## src/rtl/pe_cfg_loader_pkg.sv

```systemverilog
// Shared widths, state encodings and helpers for the PE configuration loader.
// State codes live here so benches and debug logic can decode the FSM.
package pe_cfg_loader_pkg;

  localparam int PE_NUM       = 16;
  localparam int PE_INST_W    = 48;
  localparam int BUFFER_DEPTH = 32;
  localparam int RUN_LEN_W    = 16;

  localparam logic [2:0] ST_IDLE  = 3'd0;
  localparam logic [2:0] ST_CLEAR = 3'd1;
  localparam logic [2:0] ST_LOAD  = 3'd2;
  localparam logic [2:0] ST_CHECK = 3'd3;
  localparam logic [2:0] ST_RUN   = 3'd4;
  localparam logic [2:0] ST_DONE  = 3'd5;

  function automatic logic ctx_in_range(
    input int unsigned n,
    input int unsigned depth
  );
    return (n >= 1) && (n <= depth);
  endfunction

endpackage

```

## src/rtl/pe_cfg_loader_checksum.sv

```systemverilog
// Running XOR of accepted instruction words plus compare against a
// trailing checksum word. Used only when PE_CFG_CHECKSUM_EN is defined.
module pe_cfg_loader_checksum
  import pe_cfg_loader_pkg::*;
#(
  parameter int INST_W = PE_INST_W
) (
  input  logic              clk,
  input  logic              rst,
  input  logic              clr,
  input  logic              acc_en,
  input  logic [INST_W-1:0] data,
  output logic              match
);

  logic [INST_W-1:0] acc;

  always_ff @(posedge clk) begin
    if (rst || clr) begin
      acc <= '0;
    end else if (acc_en) begin
      acc <= acc ^ data;
    end
  end

  assign match = (acc == data);

endmodule

```

## src/rtl/pe_cfg_loader.sv

```systemverilog
// Configuration master for the PE array: clear, load per-PE contexts, run.
// Optional trailing checksum word check when PE_CFG_CHECKSUM_EN is defined.
module pe_cfg_loader
  import pe_cfg_loader_pkg::*;
#(
  parameter int NUM_PE = PE_NUM,
  parameter int INST_W = PE_INST_W,
  parameter int DEPTH  = BUFFER_DEPTH,
  parameter int RUN_W  = RUN_LEN_W
) (
  input  logic                   clk,
  input  logic                   rst,
  input  logic                   start,
  input  logic [$clog2(DEPTH):0] num_ctx,
  input  logic [RUN_W-1:0]       run_len,
  input  logic [INST_W-1:0]      s_data,
  input  logic                   s_valid,
  output logic                   s_ready,
  output logic                   pe_rst,
  output logic [INST_W-1:0]      pe_inst,
  output logic [NUM_PE-1:0]      pe_init,
  output logic                   pe_run,
  output logic                   busy,
  output logic                   done,
  output logic                   err
);

  localparam int NW    = $clog2(DEPTH) + 1;
  localparam int CTX_W = NW - 1;
  localparam int PE_W  = (NUM_PE > 1) ? $clog2(NUM_PE) : 1;

  logic [2:0]       state;
  logic [2:0]       state_nxt;
  logic [NW-1:0]    nctx_q;
  logic [RUN_W-1:0] rlen_q;
  logic [RUN_W-1:0] run_cnt;
  logic [CTX_W-1:0] ctx_idx;
  logic [PE_W-1:0]  pe_idx;
  logic             xfer;
  logic             start_ok;
  logic             ctx_last;
  logic             pe_last;
  logic             word_last;
  logic             run_last;
  logic             chk_err;
  logic [2:0]       post_load;

`ifdef PE_CFG_CHECKSUM_EN
  logic chk_match;

  pe_cfg_loader_checksum #(
    .INST_W(INST_W)
  ) u_checksum (
    .clk   (clk),
    .rst   (rst),
    .clr   (state == ST_CLEAR),
    .acc_en(state == ST_LOAD && xfer),
    .data  (s_data),
    .match (chk_match)
  );

  assign s_ready = (state == ST_LOAD) || (state == ST_CHECK);
  assign chk_err = (state == ST_CHECK) && xfer && !chk_match;
`else
  assign s_ready = (state == ST_LOAD);
  assign chk_err = 1'b0;
`endif

  assign xfer      = s_valid && s_ready;
  assign start_ok  = ctx_in_range(32'(num_ctx), DEPTH);
  assign ctx_last  = ({1'b0, ctx_idx} == nctx_q - NW'(1));
  assign pe_last   = (pe_idx == PE_W'(NUM_PE - 1));
  assign word_last = ctx_last && pe_last;
  assign run_last  = (run_cnt == rlen_q - RUN_W'(1));
  assign post_load = (rlen_q == '0) ? ST_DONE : ST_RUN;

  always_comb begin
    state_nxt = state;
    unique case (state)
      ST_IDLE: begin
        if (start && start_ok) state_nxt = ST_CLEAR;
      end
      ST_CLEAR: begin
        state_nxt = ST_LOAD;
      end
      ST_LOAD: begin
`ifdef PE_CFG_CHECKSUM_EN
        if (xfer && word_last) state_nxt = ST_CHECK;
`else
        if (xfer && word_last) state_nxt = post_load;
`endif
      end
`ifdef PE_CFG_CHECKSUM_EN
      ST_CHECK: begin
        if (xfer) state_nxt = chk_match ? post_load : ST_IDLE;
      end
`endif
      ST_RUN: begin
        if (run_last) state_nxt = ST_DONE;
      end
      ST_DONE: begin
        state_nxt = ST_IDLE;
      end
      default: begin
        state_nxt = ST_IDLE;
      end
    endcase
  end

  always_ff @(posedge clk) begin
    if (rst) begin
      state  <= ST_IDLE;
      busy   <= 1'b0;
      pe_rst <= 1'b0;
      pe_run <= 1'b0;
      done   <= 1'b0;
      err    <= 1'b0;
    end else begin
      state  <= state_nxt;
      busy   <= (state_nxt != ST_IDLE);
      pe_rst <= (state == ST_CLEAR);
      pe_run <= (state == ST_RUN);
      done   <= (state == ST_DONE);
      err    <= (state == ST_IDLE && start && !start_ok) || chk_err;
    end
  end

  // Latched sequence parameters; start outside IDLE leaves them untouched.
  always_ff @(posedge clk) begin
    if (rst) begin
      nctx_q <= '0;
      rlen_q <= '0;
    end else if (state == ST_IDLE && start && start_ok) begin
      nctx_q <= num_ctx;
      rlen_q <= run_len;
    end
  end

  always_ff @(posedge clk) begin
    if (rst) begin
      ctx_idx <= '0;
      pe_idx  <= '0;
      pe_inst <= '0;
      pe_init <= '0;
    end else begin
      pe_init <= '0;
      if (state == ST_CLEAR) begin
        ctx_idx <= '0;
        pe_idx  <= '0;
      end else if (state == ST_LOAD && xfer) begin
        pe_inst <= s_data;
        pe_init <= NUM_PE'(1) << pe_idx;
        if (ctx_last) begin
          ctx_idx <= '0;
          if (!pe_last) pe_idx <= pe_idx + PE_W'(1);
        end else begin
          ctx_idx <= ctx_idx + CTX_W'(1);
        end
      end
    end
  end

  always_ff @(posedge clk) begin
    if (rst) begin
      run_cnt <= '0;
    end else if (state == ST_CLEAR) begin
      run_cnt <= '0;
    end else if (state == ST_RUN) begin
      run_cnt <= run_cnt + RUN_W'(1);
    end
  end

endmodule

```

## config.mk

```make
export PLATFORM = sky130hd
export DESIGN_NAME = pe_cfg_loader
export DESIGN_NICKNAME = d
export VERILOG_FILES = /design/src/rtl/pe_cfg_loader_pkg.sv /design/src/rtl/pe_cfg_loader_checksum.sv /design/src/rtl/pe_cfg_loader.sv
export SDC_FILE = /design/constraint.sdc
export NUM_CORES = 1
export LEC_CHECK = 0
export ABC_CLOCK_PERIOD_IN_PS = 2250
export CELL_PAD_IN_SITES_DETAIL_PLACEMENT = 1
export CELL_PAD_IN_SITES_GLOBAL_PLACEMENT = 1
export CORE_MARGIN = 2
export CORE_UTILIZATION = 35
export CTS_CLUSTER_SIZE = 25
export DETAILED_ROUTE_END_ITERATION = 16
export PLACE_DENSITY_LB_ADDON = 0.1
export SYNTH_ARGS = -nofsm -noshare
export SYNTH_HDL_FRONTEND = slang
export SYNTH_SLANG_ARGS = --single-unit
```

## constraint.sdc

```tcl
create_clock -name clk -period 2.25 [get_ports clk]
set_input_delay 0.225 -clock clk [delete_from_list [all_inputs] [get_ports clk]]
set_output_delay 0.225 -clock clk [all_outputs]
set_load 0.02 [all_outputs]
```

==> metrics <==
Worst setup SP type flip-flop; Mapped Avg Cell Area around 8.6 um2; EDFF count, synth 0; Hold Path Origin rst; crit path from rlen_q[1]$_SDFFE_PP0P_; vias 4708; Nets between 800 and 900; cell count after synthesis roughly 600; status completed; Inserted Clock Buffers 17; fin crit share 0.953; initial antenna violation count 0; commonest non-fill, non-tap cell in the layout clkdlybuf4s50_1; fill count about 1600; DR WL/cell about 16 um; RR Startpoint rlen_q[1]$_SDFFE_PP0P_; Chip Width 126 um; Initial DRT Pass Iterations 4; Peak VDD IR between 0.5 and 0.6 mV; power per cell area between 700 and 800 nW/um2; fmax ~470 MHz; Remaining DRCs 0; Final GP Congestion roughly 0.8; diode count 0; post-synthesis cell type count between 50 and 60; fin. max-slew vios 0; pin count of the biggest net entering global routing 78; Max Root-Sink Buffers 2; Vias per Instance 4.96; DR iter-0 viols 172; hpwl dp between 10000 and 15000 um; final setup vio count 0; Final ANT Viol Nets 0; first-pass GRT wire length approximately 24000 um; post-synthesis sequential area ratio 0.459; total core area 14500 um2; ys async rst share 0; total gr overflow 0; worst hold margin between 0.15 and 0.2 ns; die area roughly 16000 um2; Post-CTS Setup Repair Bufs 0; FF-to-FF setup slack 0.11 ns; row count 44; CTS H-tree depth 4; Worst Setup End Kind flip-flop; Crit path arrival time between 2 and 2.5 ns; final hold violations 0; num ports around 140; yosys warns 0; P_leak 2.91 nW; synthesized net count a little under 700; drt total wl about 15000 um; IO buf count between 100 and 150; CP required approximately 2.5 ns; Power Total ~0.0054 W; CTS tree yes; most frequent cells in the layout clkdlybuf4s50_1, dfxtp_1, nand2_1; Post-Syn Area 5190 um2; max cap viols 0; max_slew headroom 0.465; initial core utilization 0.357; Max FO, Critical Path 6; flops & latches, synth ~120; die height approximately 130 um; Setup Crit Path Kind flip-flop to flip-flop; fraction of final layout cells sized beyond drive strength 1 0.0966; Synth Flop Type dfxtp_1; worst slew pin tran ~0.8 ns; Num Clock Sinks roughly 120; Worst-path clk slew about 0.05 ns; Setup Skew 0.00541 ns; min Tclk post-route between 2 and 2.5 ns; Skew-Pair Late Insertion Delay about 0.42 ns; Tot GR Track Use 0.190; type of the most critical hold path input pin to flip-flop; vias in the first global route 4890; CTS root buf clkbuf_16; Layout area overhead 43.0%
==> path summary, 6_finish.rpt <==
path / end / cells past startpoint
max: state[0]$_SDFF_PP0_ / 8
min: busy$_SDFF_PP0_ / 3
max reg2reg: state[0]$_SDFF_PP0_ / 8
min reg2reg: pe_inst[42]$_SDFFE_PP0P_ / 2
==> power breakdown <==
| group | switching, W | internal (W) |
|---|---|---|
| combinational | 0.000303 | 0.000323 |
| clock | 0.000979 | 0.00157 |
| sequential | 0.0000493 | 0.00216 |
==> per-layer routing <==
layer | track usage | up-vias | part of all wire
met4 | 0.0730 | 0 | 0.016
met2 | 0.344 | 100 | 0.51
met1 | 0.215 | 2260 | 0.42
met5 | 0 | - | 0
li1 | - | 2332 | -
met3 | 0.0476 | 16 | 0.046
==> Yosys cell counts, drive strengths merged (10+ instances only) <==
master / count / area (um2)
buf: 11 / 81.3
and3: 11 / 68.8
a21oi: 62 / 310
dfxtp: 119 / 2380
clkbuf: 24 / 90.1
and2: 10 / 62.6
nand2: 114 / 430
xnor2: 15 / 131
nand3: 17 / 90.1
nor2: 55 / 206
ha: 10 / 125
inv: 19 / 71.3
mux2i: 25 / 250
nor3: 22 / 120
xor2: 28 / 245
==> cells by family after synthesis <==
logic type                 synth area share
adders and majority gates            0.0241
AOI/OAI and AO/OA                    0.0983
and+or+nand+nor                       0.251
DFF                                   0.459
muxes                                0.0482
buffers and inverters                0.0467
xor gates and xnor gates             0.0725
==> through the flow <==
step | TNS (ns) | std cells | worst slack, ns | util | instance area [um2]
CTS | 0 | 950 | 0.0614 | 0.510 | 7420
finish | 0 | 950 | 0.105 | 0.511 | 7430
floorplan | 0 | 602 | 0.240 | - | 5190
global placement | -0.649 | 918 | -0.0359 | 0.472 | 6860
global route | -0.0164 | 950 | -0.0164 | 0.511 | 7430
detailed placement | -3.06 | 918 | -0.173 | 0.472 | 6860
==> sequential cells by signal, indices dropped and copies added, names as in the netlist <==
register and flops:
nctx_q 6, pe_rst 1, rlen_q 16, pe_run 1, err 1, state 3, pe_inst 48, run_cnt 16
ctx_idx 5, pe_idx 4, pe_init 16, busy 1, done 1
==> worst max-delay path, cell delays in order (launching register included) <==
cell	delay (ns)
dfxtp_1	0.31
inv_1	0.06
ha_2	0.24
or4b_4	0.52
or3_1	0.36
a21oi_1	0.16
a311oi_1	0.07
o221ai_2	0.20
o22ai_1	0.09
==> final cells by class <==
type | instances | area, um2 | share of cell area
Sequential cell | 119 | 2380 | 0.321
Multi-Input combinational cell | 429 | 2580 | 0.347
Clock buffer | 20 | 457 | 0.0615
Clock inverter | 12 | 103 | 0.0138
Inverter | 19 | 71.3 | 0.00960
Tap cell | 184 | 230 | 0.0310
Timing Repair Buffer | 167 | 1610 | 0.216
==> what timing repair did <==
action                                  4_1_cts  5_1_grt
hold buffers                                  0        0
endpoints found under the setup margin        0        3
gates resized for setup                       0        2
(Power assumes the default switching activity.)
==> patch: new RTL, config.mk and constraints unchanged <==
The package constant `BUFFER_DEPTH` goes from 32 to 64.
--- a/src/rtl/pe_cfg_loader_pkg.sv
+++ b/src/rtl/pe_cfg_loader_pkg.sv
@@ -4,7 +4,7 @@
 
   localparam int PE_NUM       = 16;
   localparam int PE_INST_W    = 48;
-  localparam int BUFFER_DEPTH = 32;
+  localparam int BUFFER_DEPTH = 64;
   localparam int RUN_LEN_W    = 16;
 
   localparam logic [2:0] ST_IDLE  = 3'd0;
Ports: changed (resized num_ctx); port bits go from 144 to 145. No check against the original RTL was run, so the function may have changed too.
==> patch against the original RTL <==
  * Sequential cell count up 2
  * Count of clock-buffer cells in the layout unchanged
  * Synthesized area up 0.14%
  * Total power up 4.9%
  * Routed wire length up 5.6%
  * Combinational power down 1%
  * Design area up 2.0%
  * Setup slack worse by 0.091 ns
  * Sequential share of layout area down 0.097 points
==> patch: results (changes against the original RTL) <==
Cells and area:
- The share of cells above drive strength 1 is 0.0882 (-0.00841).
- The layout filler cell count is 1736 (+5.4%).
- The number of nets in the finished design is 877 (+4.8%).

Synth:
- The synthesized net count came to 723 (+5.4%).
- The sequential-to-total area share from yosys stat came to 0.466 (+0.00704).
- In the post-synthesis netlist, the biggest area contributors are sky130_fd_sc_hd__dfxtp_1 47%, sky130_fd_sc_hd__nand2_1 12%, sky130_fd_sc_hd__a21oi_1 7.7%.
- The distinct cell type count after synthesis is 55 (-5.2%).

Placed design:
- The global placement routability congestion is 0.768 (-5.0%).
- The number of I/O port buffers was 144 (+0.70%).
- The instance area at placement is 6940 sq um (+1.1%).

Pwr:
- The peak ir drop on the vdd network is 493 uV (-2.4%).
- The combinational-cell power consumption is 618 uW (-1%).
- The sum of internal, switching and leakage power was 5.64 mW (+4.9%).
- The switching share of power was 0.240 (-0.00812).
- The clock power share is 0.494 (+0.020).

Routing:
- The final wirelength is 15.8 mm (+5.6%).
- The routed length on met2 is 7.71 mm (+0.27%).
- The violation count after the first detailed-routing iteration is 182 (+5.8%).
- The wire length on met3 is 1.48 mm (+120%).
- The routed via count is 4988 (+5.9%).
- The met1 wire length came to 6.27 mm (-0.78%).

Setup path:
- The reg-to-reg setup timing slack is 0.01 ns (-0.09 ns).
- The depth of the worst register-to-register path came to 9 (+1).
- The arrival time of data at the critical path endpoint is 2.57 ns (+0.14 ns).

Run status:
- The flow ran to the end, and the final reports show no timing, DRC or antenna violations.

Hold path:
- The launch point of the worst hold path is s_data[16].
- The worst hold path endpoint is pe_inst[16].

Global route:
- The first-pass GRT wire length was 26.3 mm (+9.2%).
- The met3 usage is 0.101 (+0.0535).
- The met2 track demand over resource in global routing is 0.352 (+0.00795).
- The global-route met1 utilization was 0.219 (+0.00457).

Timing:
- The final setup skew is 0.00592 ns (+0.000501 ns).
patch: cell types whose count changed after synthesis, moves of 6 or more:
cell                      change
sky130_fd_sc_hd__nand2_1     +51
sky130_fd_sc_hd__mux2i_1     -19
sky130_fd_sc_hd__nor2_1      -19
sky130_fd_sc_hd__a21oi_1     +18
sky130_fd_sc_hd__o21ai_0     +11
sky130_fd_sc_hd__inv_1        -6
sky130_fd_sc_hd__nor2b_1      +6
sky130_fd_sc_hd__xnor2_1      +6
sky130_fd_sc_hd__xor2_1       -6
patch: per-stage QoR:
stage,std cells,hold WS [ns],setup WS [ns]
after floorplan,638,0.361,0.00603
after global placement,957,0.441,0.0517
after detailed placement,957,0.450,-0.0196
after CTS,989,0.331,0.0220
after global routing,989,0.350,-0.104
final,989,0.353,0.0144
patch: cell families after synthesis:
group | count (synthesis) | share of synthesized area
and+or+nand+nor | 294 | 0.260
adders and majority gates | 11 | 0.0260
buffers and inverters | 43 | 0.0313
AOI/OAI and AO/OA | 120 | 0.133
muxes | 6 | 0.0116
xor gates and xnor gates | 43 | 0.0724
DFF | 121 | 0.466
patch: final cells by class:
class                           count  area, sq um  area share
Timing Repair Buffer              166         1620       0.214
Clock inverter                     12          149      0.0197
Sequential cell                   121         2420       0.320
Clock buffer                       20          457      0.0603
Tap cell                          184          230      0.0304
Inverter                           12         45.0     0.00595
Multi-Input combinational cell    474         2650       0.350
patch: what timing repair did:
action	4_1_cts	5_1_grt
gates resized for setup	5	2
pin swaps	1	1
setup endpoints to repair	4	13
patch: critical path, delay by kind of cell, from the launching register on:
family | cells | cell delay, ns
buffers and inverters | 2 | 0.25
and+or+nand+nor | 1 | 0.53
DFF | 1 | 0.33
adders and majority gates | 1 | 0.16
AOI/OAI and AO/OA | 5 | 0.88
